--- src/rtl/cache_controller.sv ---
// Sequencing FSM for a 4-way set-associative cache datapath: accepts one CPU word
// access at a time, runs dirty write-back and line allocation, counts hits/misses/write-backs.
module cache_controller #(
    parameter int ADDR_WIDTH   = 32,
    parameter int WORD_SIZE    = 32,
    parameter int BLOCK_SIZE   = 128,
    parameter int INDEX_WIDTH  = 4,
    parameter int OFFSET_WIDTH = 2,
    parameter int TAG_WIDTH    = ADDR_WIDTH - INDEX_WIDTH - OFFSET_WIDTH,
    parameter int CNT_WIDTH    = 32
) (
    input  logic                    clk,
    input  logic                    rst,
    // CPU side
    input  logic                    cpu_req_valid,
    output logic                    cpu_req_ready,
    input  logic                    cpu_req_type,
    input  logic [ADDR_WIDTH-1:0]   cpu_addr,
    input  logic [WORD_SIZE-1:0]    cpu_wdata,
    output logic                    cpu_resp_valid,
    output logic [WORD_SIZE-1:0]    cpu_rdata,
    // cache datapath side
    output logic [TAG_WIDTH-1:0]    cache_tag,
    output logic [INDEX_WIDTH-1:0]  cache_index,
    output logic [OFFSET_WIDTH-1:0] cache_offset,
    output logic                    cache_req_type,
    output logic [WORD_SIZE-1:0]    cache_wdata,
    output logic                    read_en_cache,
    output logic                    write_en_cache,
    output logic                    read_en_mem,
    output logic                    write_en_mem,
    input  logic                    cache_hit,
    input  logic [WORD_SIZE-1:0]    cache_rdata,
    input  logic                    victim_dirty,
    input  logic [TAG_WIDTH-1:0]    victim_tag,
    input  logic [BLOCK_SIZE-1:0]   dirty_block,
    // main-memory side
    output logic                    mem_rd_req,
    output logic                    mem_wr_req,
    output logic [ADDR_WIDTH-1:0]   mem_addr,
    output logic [BLOCK_SIZE-1:0]   mem_wdata,
    input  logic                    mem_ack,
    // performance counters and FSM observation
    output logic [CNT_WIDTH-1:0]    hit_count,
    output logic [CNT_WIDTH-1:0]    miss_count,
    output logic [CNT_WIDTH-1:0]    wb_count,
    output logic [2:0]              dbg_state
);

    // Handshakes: a CPU request transfers on a rising edge with cpu_req_valid && cpu_req_ready;
    // mem_rd_req/mem_wr_req stay high until the edge that samples the one-cycle mem_ack.
    typedef enum logic [2:0] {
        IDLE     = 3'd0,
        COMPARE  = 3'd1,
        WB_CAPT  = 3'd2,
        WB_LATCH = 3'd3,
        WB_WAIT  = 3'd4,
        FILL_REQ = 3'd5,
        RESP     = 3'd6
    } state_t;

    localparam logic [CNT_WIDTH-1:0]    CNT_ONE  = {{(CNT_WIDTH-1){1'b0}}, 1'b1};
    localparam logic [CNT_WIDTH-1:0]    CNT_MAX  = '1;
    localparam logic [OFFSET_WIDTH-1:0] OFF_ZERO = '0;

    state_t                  state, state_nx;
    logic [TAG_WIDTH-1:0]    lat_tag;
    logic [INDEX_WIDTH-1:0]  lat_index;
    logic [OFFSET_WIDTH-1:0] lat_offset;
    logic                    lat_type;
    logic [WORD_SIZE-1:0]    lat_wdata;
    logic                    first_cmp;
    logic [CNT_WIDTH-1:0]    hit_cnt, miss_cnt, wb_cnt;

    logic accept, hit_inc, miss_inc, wb_inc, load_fill_addr, load_wb;

    always_ff @(posedge clk) begin
        if (rst) begin
            state      <= IDLE;
            lat_tag    <= '0;
            lat_index  <= '0;
            lat_offset <= '0;
            lat_type   <= 1'b0;
            lat_wdata  <= '0;
            first_cmp  <= 1'b0;
            hit_cnt    <= '0;
            miss_cnt   <= '0;
            wb_cnt     <= '0;
            mem_addr   <= '0;
            mem_wdata  <= '0;
        end else begin
            state <= state_nx;
            if (accept) begin
                lat_tag    <= cpu_addr[ADDR_WIDTH-1 -: TAG_WIDTH];
                lat_index  <= cpu_addr[OFFSET_WIDTH +: INDEX_WIDTH];
                lat_offset <= cpu_addr[OFFSET_WIDTH-1:0];
                lat_type   <= cpu_req_type;
                lat_wdata  <= cpu_wdata;
                first_cmp  <= 1'b1;
            end else if (state == COMPARE) begin
                first_cmp <= 1'b0;
            end
            // Counters stick at all-ones instead of wrapping.
            if (hit_inc && hit_cnt != CNT_MAX) begin
                hit_cnt <= hit_cnt + CNT_ONE;
            end
            if (miss_inc && miss_cnt != CNT_MAX) begin
                miss_cnt <= miss_cnt + CNT_ONE;
            end
            if (wb_inc && wb_cnt != CNT_MAX) begin
                wb_cnt <= wb_cnt + CNT_ONE;
            end
            // The victim tag is still presented during WB_LATCH; only its dirty bit was cleared.
            if (load_wb) begin
                mem_wdata <= dirty_block;
                mem_addr  <= {victim_tag, lat_index, OFF_ZERO};
            end else if (load_fill_addr) begin
                mem_addr  <= {lat_tag, lat_index, OFF_ZERO};
            end
        end
    end

    always_comb begin
        state_nx       = state;
        cpu_req_ready  = 1'b0;
        cpu_resp_valid = 1'b0;
        cpu_rdata      = '0;
        read_en_cache  = 1'b0;
        write_en_cache = 1'b0;
        read_en_mem    = 1'b0;
        write_en_mem   = 1'b0;
        mem_rd_req     = 1'b0;
        mem_wr_req     = 1'b0;
        accept         = 1'b0;
        hit_inc        = 1'b0;
        miss_inc       = 1'b0;
        wb_inc         = 1'b0;
        load_fill_addr = 1'b0;
        load_wb        = 1'b0;
        case (state)
            IDLE: begin
                cpu_req_ready = 1'b1;
                if (cpu_req_valid) begin
                    accept   = 1'b1;
                    state_nx = COMPARE;
                end
            end
            COMPARE: begin
                // Only the first lookup of a request counts; the post-fill lookup is bookkeeping.
                if (cache_hit) begin
                    hit_inc        = first_cmp;
                    read_en_cache  = ~lat_type;
                    write_en_cache = lat_type;
                    state_nx       = RESP;
                end else begin
                    miss_inc = first_cmp;
                    if (victim_dirty) begin
                        state_nx = WB_CAPT;
                    end else begin
                        load_fill_addr = 1'b1;
                        state_nx       = FILL_REQ;
                    end
                end
            end
            WB_CAPT: begin
                read_en_cache  = 1'b1;
                write_en_cache = 1'b1;
                read_en_mem    = 1'b1;
                write_en_mem   = 1'b1;
                state_nx       = WB_LATCH;
            end
            WB_LATCH: begin
                load_wb  = 1'b1;
                state_nx = WB_WAIT;
            end
            WB_WAIT: begin
                mem_wr_req = 1'b1;
                if (mem_ack) begin
                    wb_inc         = 1'b1;
                    load_fill_addr = 1'b1;
                    state_nx       = FILL_REQ;
                end
            end
            FILL_REQ: begin
                mem_rd_req = 1'b1;
                if (mem_ack) begin
                    read_en_mem    = 1'b1;
                    write_en_cache = 1'b1;
                    state_nx       = COMPARE;
                end
            end
            RESP: begin
                cpu_resp_valid = 1'b1;
                cpu_rdata      = lat_type ? '0 : cache_rdata;
                state_nx       = IDLE;
            end
            default: state_nx = IDLE;
        endcase
    end

    assign cache_tag      = lat_tag;
    assign cache_index    = lat_index;
    assign cache_offset   = lat_offset;
    assign cache_req_type = lat_type;
    assign cache_wdata    = lat_wdata;
    assign hit_count      = hit_cnt;
    assign miss_count     = miss_cnt;
    assign wb_count       = wb_cnt;
    assign dbg_state      = state;

endmodule

--- config.mk ---
export PLATFORM = sky130hd
export DESIGN_NAME = cache_controller
export DESIGN_NICKNAME = d
export VERILOG_FILES = /design/src/rtl/cache_controller.sv
export SDC_FILE = /design/constraint.sdc
export NUM_CORES = 1
export LEC_CHECK = 0
export CAP_MARGIN = 40
export CORE_AREA = 5 5 238 240
export CTS_CLUSTER_DIAMETER = 40
export DETAILED_ROUTE_END_ITERATION = 6
export DIE_AREA = 0 0 243 245
export PLACE_DENSITY_LB_ADDON = 0.1
export SLEW_MARGIN = 20
export SYNTH_ARGS = -nofsm -noshare
export SYNTH_HDL_FRONTEND = slang
export SYNTH_SLANG_ARGS = --single-unit
--- constraint.sdc ---
create_clock -name clk -period 6.8 [get_ports clk]
set_input_delay 1.36 -clock clk [delete_from_list [all_inputs] [get_ports clk]]
set_output_delay 1.36 -clock clk [all_outputs]
set_load 0.03 [all_outputs]
Word level (Yosys, flattened, before mapping):

Index checks and enable logic that the tools add are counted.

* bitwise operators: 1
* multiply operators: 0
* magnitude comparators: 0
* add/subtract/negate cells: 3
* equal/unequal tests: 12
* divide/modulo/power cells: 0
* reductions and logical operators: 7
* shift operators: 0
* mux-type cells: 34

Operators by type and width (number)
* two-way mux 32 bit: 4
* adder 32 x 1 -> 32 bit, second input constant: 3
* != test 32 bit, second input constant: 3
* two-way mux 1 bit: 20
* case mux 3 bit (6 select lines): 1
* two-way mux 3 bit: 5
* == test 3 bit, second input constant: 3
* == test 3 x 2 -> 1 bit, second input constant: 2
* != test 2 bit, second input constant: 3
* case mux 1 bit (2 select lines): 3
* nonzero test 2 bit: 2
* == test 3 x 1 -> 1 bit, second input constant: 1
* logical AND 1 bit: 3
* zero test 3 bit: 1
* case mux 1 bit (3 select lines): 1
* AND reduction 3 bit: 1
* NOT 1 bit: 1

* ROM bits: 0
* bits in latches: 0
* bits in writable memories: 0
* bits of input ports: 257
* logic and storage cells: 69
* memories kept: 0
* flip-flop bits (word level): 323

Depth between registers and ports, before layout:

Gate-level depths: netlist of run 1.

* word-level depth: 5
* depth in mapped cells: 9
* mapped depth without buffers: 6

Worst setup path after synthesis of run 1:

No wires, ideal clock.

* path kind: input to output
* from: in cache_hit
* to: out write_en_cache
* setup slack: 3.315 ns
* data arrival time: 2.125 ns
* data required time: 5.440 ns
* stages: 2
* cells stage by stage: a31oi_1 > o21ai_0

* word-level cells in the longest chain between the ends: 2

Ends and longest elaborated chain
* start, declared: line 32 `input logic cache_hit,`
* two-way mux 1 bit: line 150 `if (cache_hit) begin`
* case mux 1 bit (3 select lines): line 140 `case (state)`
* end, declared: line 29 `output logic write_en_cache,`

Every way passes these cells.

Final worst setup path of run 1:

* from: in cache_hit
* to: out read_en_cache

* word-level cells in the longest chain between the ends: 2

Ends and longest elaborated chain
* two-way mux 1 bit: line 150
* case mux 1 bit (2 select lines): line 140
* end, declared: line 28 `output logic read_en_cache,`

Every way passes these cells.

==> results of run 1 <==
logic make-up (layout without fill, tap and decap cells):
kind of cell	count (synthesis)	in the layout	synth area share [%]
AO/OA/AOI/OAI	379	379	16.47
XOR/XNOR	10	10	0.6570
adder cells (fa/ha/maj)	3	3	0.2816
buffers and inverters	132	783	4.130
flip-flops	323	323	48.50
multiplexers	18	18	1.455
other	1	5	0.02813
AND/OR/NAND/NOR	815	815	28.47
placed cells by master (no fill, tap or decap), types with 8 or more instances in the layout:
cell / instances
a21oi_1: 262
nor2_1: 72
nand2_1: 485
dfxtp_1: 323
a311oi_1: 27
o31ai_1: 24
or3_1: 37
clkbuf_16: 75
o41ai_1: 8
nor2b_1: 13
bufinv_16: 11
buf_4: 11
clkinv_2: 13
and3_1: 13
nand4_1: 26
nor4_1: 11
and4_1: 14
mux2_2: 10
clkdlybuf4s50_1: 617
nand3_1: 31
nor3_1: 13
and2_1: 39
inv_1: 19
or4_1: 29
o21ai_0: 29
power by group through the flow:
stage	combinational (mW)	sequential (mW)	clock, mW
after floorplan	0.335	2.31	0
after CTS	1.09	2.08	3.73
final	1.07	2.08	3.62
after global routing	1.14	2.10	3.82
after detailed placement	1.08	2.12	0
after global placement	1.07	2.11	0
cell usage after synthesis, drive strengths merged, types with 12 or more instances:
| library cell | count |
|---|---|
| and2 | 40 |
| or3 | 39 |
| nor2b | 14 |
| nand3 | 32 |
| or4 | 32 |
| and3 | 13 |
| nor3 | 15 |
| nor4 | 12 |
| nand4 | 28 |
| o21ai | 36 |
| nor2 | 72 |
| clkbuf | 85 |
| and4 | 14 |
| a21oi | 262 |
| a311oi | 28 |
| inv | 19 |
| buf | 28 |
| nand2 | 486 |
| o31ai | 27 |
| dfxtp | 323 |
metal layers:
| metal | GRT usage (%) | vias to the layer above |
|---|---|---|
| li1 | - | 7039 |
| met1 | 21.55 | 6793 |
| met2 | 31.87 | 504 |
| met3 | 7.622 | 83 |
| met4 | 5.941 | 8 |
| met5 | 0 | - |
area by class of cell:
| class | count | share of cell area [%] |
|---|---|---|
| diodes | 3 | 0.03307 |
| clock inverters | 40 | 2.398 |
| repair buffers | 637 | 28.24 |
| inverters | 19 | 0.3142 |
| well taps | 704 | 3.880 |
| clock buffers | 87 | 8.731 |
| multi-input cells | 1227 | 27.92 |
| flip-flops and latches | 323 | 28.48 |
metrics by stage:
stage	cell area [sq um]	cells	power [mW]	utilization (%)
2_1_floorplan	13340	1682	2.641	-
3_3_place_gp	20050	2903	3.179	36.83
3_5_place_dp	20150	2907	3.200	37.00
4_1_cts	22670	3034	6.897	41.64
5_1_grt	22700	3038	7.059	41.68
6_report	22700	3040	6.775	41.69
state kept, by name, summed over array words and instances, names as in the netlist:
signal          flops
cache_wdata        32
cache_index         4
miss_count         32
cache_tag          26
hit_count          32
cache_req_type      1
cache_offset        2
mem_wdata         128
first_cmp           1
wb_count           32
dbg_state           3
mem_addr           30
critical path: cells and delay by family:
kind                   cells  cell delay (ps)
buffers and inverters      2             1280
AND/OR/NAND/NOR            4              520
how the worst min path moves through the flow:
stage                                 end  slack (ps)  cells after the start
after detailed placement    mem_wdata[27]         450                      2
after global placement    cache_wdata[18]         440                      2
after global routing       cache_wdata[6]         470                      2
final                       mem_wdata[64]         450                      2
after CTS                   mem_wdata[64]         450                      2
after floorplan                 first_cmp         500                      1
==> summary.md, run 1 <==
| Metric | Value |
|---|---|
| Antenna-violating nets left | `0` |
| Critical hold path startpoint | `mem_wdata[64]` |
| Critical-path maximum fanout | `6` |
| Synth area leaders | `dfxtp_1 49%, nand2_1 14%, a21oi_1 9.8%, clkbuf_1 2.4%, nor2_1 2.0%` |
| DR pass1 iterations | `5` |
| Final #Nets | `2540` |
| Crit Reg-Reg Endpoint | `mem_addr[12]` |
| Leak | `7.671 nW` |
| Die Ht | `245 um` |
| RR Startpoint | `dbg_state[0]` |
| Avg WL per Cell | `19.45 um` |
| # clock sinks | `323` |
| Vias per Instance | `4.746` |
| Share of the synthesized area in the top cell type | `48.50%` |
| Sw Pwr | `1.842 mW` |
| Worst-Skew Late Latency | `570 ps` |
| Clk_skew | `20.00 ps` |
| Global-route wire length before repair | `87820 um` |
| DP HPWL | `42790 um` |
| TritonCTS clock tree | `yes` |
| Critical path origin | `cache_hit` |
| CP startpoint kind | `input pin` |
| Int Pwr | `4.933 mW` |
| Post-CTS setup buffer count | `0` |
| Max VDD drop | `0.0002058 V` |
| Met1 Wirelength | `23890 um` |
| # fillers | `5426` |
| R2R Setup Slk | `3770 ps` |
| DIE AREA | `0.05954 sq mm` |
| CP Class | `in -> out` |
| Mean area per synthesized cell | `7.931 sq um` |
| Relative slew slack | `22.90%` |
| Cells resized by post-CTS repair | `0` |
| CTS Hold Buffers Added | `0` |
| Final Cycle Share | `66.27%` |
| Die width | `243 um` |
| Max Fclk | `0.2219 GHz` |
| IO Pins | `621` |
| Synth cell types | `58` |
| Max Used Layer | `met5` |
| Starting Density | `24.49%` |
| Max Cap Viol | `0` |
| Max Buffers Root-to-Sink | `3` |
| P&R area growth vs syn | `70.28%` |
| FFs w/ async S/R, synth | `0%` |
| H-tree levels | `3` |
| Final hold violation count | `0` |
| WP data required | `5440 ps` |
| Crit path capture | `read_en_cache` |
| Vias | `14430` |
| Slowest CP cell | `clkdlybuf4s50_1` |
| DRC errors left | `0` |
| Storage cell area | `0.006466 sq mm` |
| Initial antenna violation count | `8` |
| Endpoint class of the critical path | `output port` |
| Port bufs | `618` |
| Vias in the first global route | `13990` |
| Run status | `finished, final reports clean` |
| CTS Root Cell | `clkbuf_16` |
| Sequential cell area fraction in the yosys report | `48.50%` |
| Seq pwr share | `30.8%` |
| Synth warnings | `0` |
| Final GP Congestion | `0.7941` |
| Sw Ratio | `27.19%` |
| Unrepaired setup endpoints after global routing | `no` |
| Hold WS | `449.4 ps` |
| Min Tclk post-route | `4506 ps` |
| Crit-path most repeated cell | `nor2_1` |
| Clock network power share | `53.5%` |
| # setup viols final | `0` |
| Top_reg_cell synth | `dfxtp_1` |
| # rows | `86` |
| Slew Viols, Final | `0` |
| Layout cells sized above 1 | `7.630%` |
| Total global-route track usage | `18.71%` |
| Register-to-Register Path Depth | `6` |
| Cells after Synth | `1681` |
| Total core area | `0.05445 sq mm` |
| Total Wirelength | `59140 um` |
| Clock Pin Slew Worst Setup and Hold Paths | `40 ps` |
| Mapped Area | `0.01333 sq mm` |
| Worst-Margin Slew | `1157 ps` |
| Register bit total from synthesis | `323` |
| CP max stage delay | `700 ps` |
| Met3 wire length | `5369 um` |
| Pre-CTS WS | `2287 ps` |
| Area leader, netlist | `dfxtp_1` |
| DR iter-0 viols | `712` |
| Fin Setup TNS | `0 ps` |
| CP cell instances | `clkdlybuf4s50_1, nand3b_1, nor2_1, nor2_1, nor2_1, clkdlybuf4s50_1` |
| Largest net degree at the start of global routing | `179` |
| Logic pwr share | `15.7%` |
| GRT Residual Overflow | `0` |
| Pwr dens | `298.5 mW/mm^2` |
| TritonCTS buffer count | `72` |
| Met2 routed WL | `28610 um` |
| Post-synth EDFFs | `0` |
| Post-layout worst setup margin | `2294 ps` |
| CP arrival | `3150 ps` |
| Multi-input gate area | `0.006339 sq mm` |
| Min-delay worst type | `reg -> reg` |
(Power assumes the default switching activity.)
==> inputs of run 2 (changes only) <==
--- a/config.mk
+++ b/config.mk
@@ -6,10 +6,10 @@
 export NUM_CORES = 1
 export LEC_CHECK = 0
 export CAP_MARGIN = 40
-export CORE_AREA = 5 5 238 240
+export CORE_AREA = 5 5 239 241
 export CTS_CLUSTER_DIAMETER = 40
 export DETAILED_ROUTE_END_ITERATION = 6
-export DIE_AREA = 0 0 243 245
+export DIE_AREA = 0 0 244 246
 export PLACE_DENSITY_LB_ADDON = 0.1
 export SLEW_MARGIN = 20
 export SYNTH_ARGS = -nofsm -noshare
==> constraint.sdc (replaced) <==
create_clock -name clk -period 4.2 [get_ports clk]
set_input_delay 0.84 -clock clk [delete_from_list [all_inputs] [get_ports clk]]
set_output_delay 0.84 -clock clk [all_outputs]
set_load 0.03 [all_outputs]
==> run 2 against run 1 <==
Against the previous run: sequential cell count stayed put; critical path depth decreased by 1; final cell count barely moved; power grew 57%; hold slack is essentially flat; routed wire length up 0.47%; die area is 0.82% higher; non-clock buffer count decreased by 2; highest routed layer unchanged; critical path type is now reg -> out; largest power group unchanged; setup slack got worse by 1700 ps; core utilization fell by 0.42 points.
==> summary.md, run 2 (synthesis results as in run 1) <==
| Metric | Value |
|---|---|
| Top reg by flops | `mem_wdata` |
| WP data required | `3360 ps (-2080 ps)` |
| IO Pins | `621 (unchanged)` |
| Pwr dens | `471.9 mW/mm^2 (+58%)` |
| Initial antenna violation count | `6 (-2)` |
| Placed Cells | `2908 (+0.034%)` |
| Final hold violation count | `0 (unchanged)` |
| CP arrival | `2790 ps (-360 ps)` |
| Met3 wire length | `5240 um (-2.4%)` |
| Clock Pin Slew Worst Setup and Hold Paths | `40 ps (about the same)` |
| Layout cells sized above 1 | `7.204% (-0.43 points)` |
| Post-CTS setup buffer count | `0 (unchanged)` |
| Seq pwr share | `31.6% (+0.8 points)` |
| Most frequent cells in the layout | `617 x clkdlybuf4s50_1, 485 x nand2_1, 323 x dfxtp_1` |
| Clock network power share | `52.2% (-1.3 points)` |
| Starting Density | `24.39% (-0.096 points)` |
| Total Wirelength | `59420 um (+0.47%)` |
| Die width | `244 um (+0.41%)` |
| Relative slew slack | `42.28% (+19 points)` |
| Finished Layout Cells | `3039 (-0.033%)` |
| GRT Residual Overflow | `0 (unchanged)` |
| Critical-path maximum fanout | `32 (+26)` |
| Fin Setup TNS | `0 ps (unchanged)` |
| Max Fclk | `0.2753 GHz` |
| Max Used Layer | `met5` |
| Met2 routed WL | `28790 um (+0.65%)` |
| Multi-input gate area | `0.006336 sq mm (about the same)` |
| TritonCTS buffer count | `71 (-1.4%)` |
| CP startpoint kind | `register` |
| Clk_skew | `27.45 ps (+7.442 ps)` |
| Int Pwr | `7.745 mW (+57%)` |
| Vias in the first global route | `13930 (-0.46%)` |
| Sw Ratio | `27.24% (+0.055 points)` |
| Vias per Instance | `4.704 (-0.88%)` |
| Min Tclk post-route | `3632 ps` |
| Max VDD drop | `0.0003015 V (+46%)` |
| CTS Hold Buffers Added | `0 (unchanged)` |
| Largest net degree at the start of global routing | `154 (-14%)` |
| Die Ht | `246 um (+0.41%)` |
| Most common cell after layout, fill and taps aside | `clkdlybuf4s50_1` |
| Min-delay worst type | `reg -> reg` |
| Final Cycle Share | `86.48%` |
| Endpoint class of the critical path | `output port` |
| Antenna-violating nets left | `0 (unchanged)` |
| Total global-route track usage | `18.76% (+0.044 points)` |
| DP HPWL | `43210 um (+0.98%)` |
| CP Class | `reg -> out` |
| Slew Viols, Final | `0 (unchanged)` |
| TritonCTS clock tree | `yes` |
| Logic pwr share | `16.2% (+0.5 points)` |
| Hold WS | `449.8 ps (+0.4560 ps)` |
| Unrepaired setup endpoints after global routing | `no` |
| Worst-Skew Late Latency | `580 ps (about the same)` |
| CTS Root Cell | `clkbuf_16` |
| # setup viols final | `0 (unchanged)` |
| DIE AREA | `0.06002 sq mm (+0.82%)` |
| Post-layout util | `41.27% (-0.42 points)` |
| # fillers | `5490 (+1.2%)` |
| Vias | `14300 (-0.91%)` |
| DRC errors left | `0 (unchanged)` |
| Cells resized by post-CTS repair | `0 (unchanged)` |
| Sw Pwr | `2.900 mW (+57%)` |
| # clock sinks | `323 (unchanged)` |
| Final GP Congestion | `0.8194 (+3.2%)` |
| Leak | `7.599 nW (-0.93%)` |
| Worst-Margin Slew | `865.7 ps (-290.8 ps)` |
| Storage cell area | `0.006466 sq mm (unchanged)` |
| H-tree levels | `3 (unchanged)` |
| DR pass1 iterations | `5 (unchanged)` |
| Final #Nets | `2537 (-0.12%)` |
| Met1 Wirelength | `24010 um (+0.48%)` |
| Global-route wire length before repair | `87760 um (about the same)` |
| Max reg flops | `128 (unchanged)` |
| Avg WL per Cell | `19.55 um (+0.50%)` |
| P&R area growth vs syn | `69.23%` |
| Total core area | `0.05466 sq mm (+0.40%)` |
| Run status | `finished, final reports clean` |
| Port bufs | `618 (unchanged)` |
| # rows | `86 (unchanged)` |
| Max Cap Viol | `0 (unchanged)` |
| DR iter-0 viols | `809 (+14%)` |
| Max Buffers Root-to-Sink | `3 (unchanged)` |
run 2: cell count changes in the layout (fill, tap and decap cells not counted), moves of 2 or more:
| cell | delta |
|---|---|
| buf_12 | +3 |
| buf_16 | -2 |
| bufinv_16 | -6 |
| clkbuf_1 | +8 |
| clkbuf_8 | +10 |
| clkinv_2 | -3 |
| clkinv_4 | -5 |
run 2: layout make-up:
type | count | area share (%)
diodes | 3 | 0.03328
clock buffers | 104 | 9.417
clock inverters | 24 | 1.242
inverters | 19 | 0.3161
multi-input cells | 1227 | 28.08
flip-flops and latches | 323 | 28.66
well taps | 704 | 3.904
repair buffers | 635 | 28.34
run 2: worst paths after layout:
check	start	end	slack (ps)	cells after the start
worst max-delay path	dbg_state[1]	cpu_rdata[11]	570	5
worst min-delay path	cache_wdata[3]	cache_wdata[3]	450	2
worst max register to register	miss_count[1]	miss_count[7]	1250	7
worst min register to register	cache_wdata[3]	cache_wdata[3]	450	2
run 2: stage by stage:
step	total power, mW	instance area, sq um	worst slack (ps)
2_1_floorplan	4.276	13340	1494
6_report	10.65	22560	567.6
3_3_place_gp	5.157	20120	615.5
5_1_grt	11.12	22560	308.1
3_5_place_dp	5.174	20150	644.0
4_1_cts	10.84	22550	511.0
run 2: layer usage:
| layer | GRT usage (%) | vias up |
|---|---|---|
| met2 | 31.76 | 473 |
| met5 | 0 | - |
| li1 | - | 7050 |
| met1 | 22.04 | 6686 |
| met4 | 5.775 | 4 |
| met3 | 7.290 | 82 |
run 2: power groups by stage:
stage          registers (mW)  clock network [mW]  logic [mW]
2_1_floorplan            3.73                   0       0.542
3_3_place_gp             3.41                   0        1.74
3_5_place_dp             3.42                   0        1.75
4_1_cts                  3.37                5.71        1.76
5_1_grt                  3.39                5.88        1.85
6_report                 3.37                5.55        1.73
run 2: worst max-delay path: stages (launching register included):
cell             delay (ps)
dfxtp_1                 690
and3_1                  260
nor2b_1                 140
buf_4                   260
and2_1                  160
clkdlybuf4s50_1         700
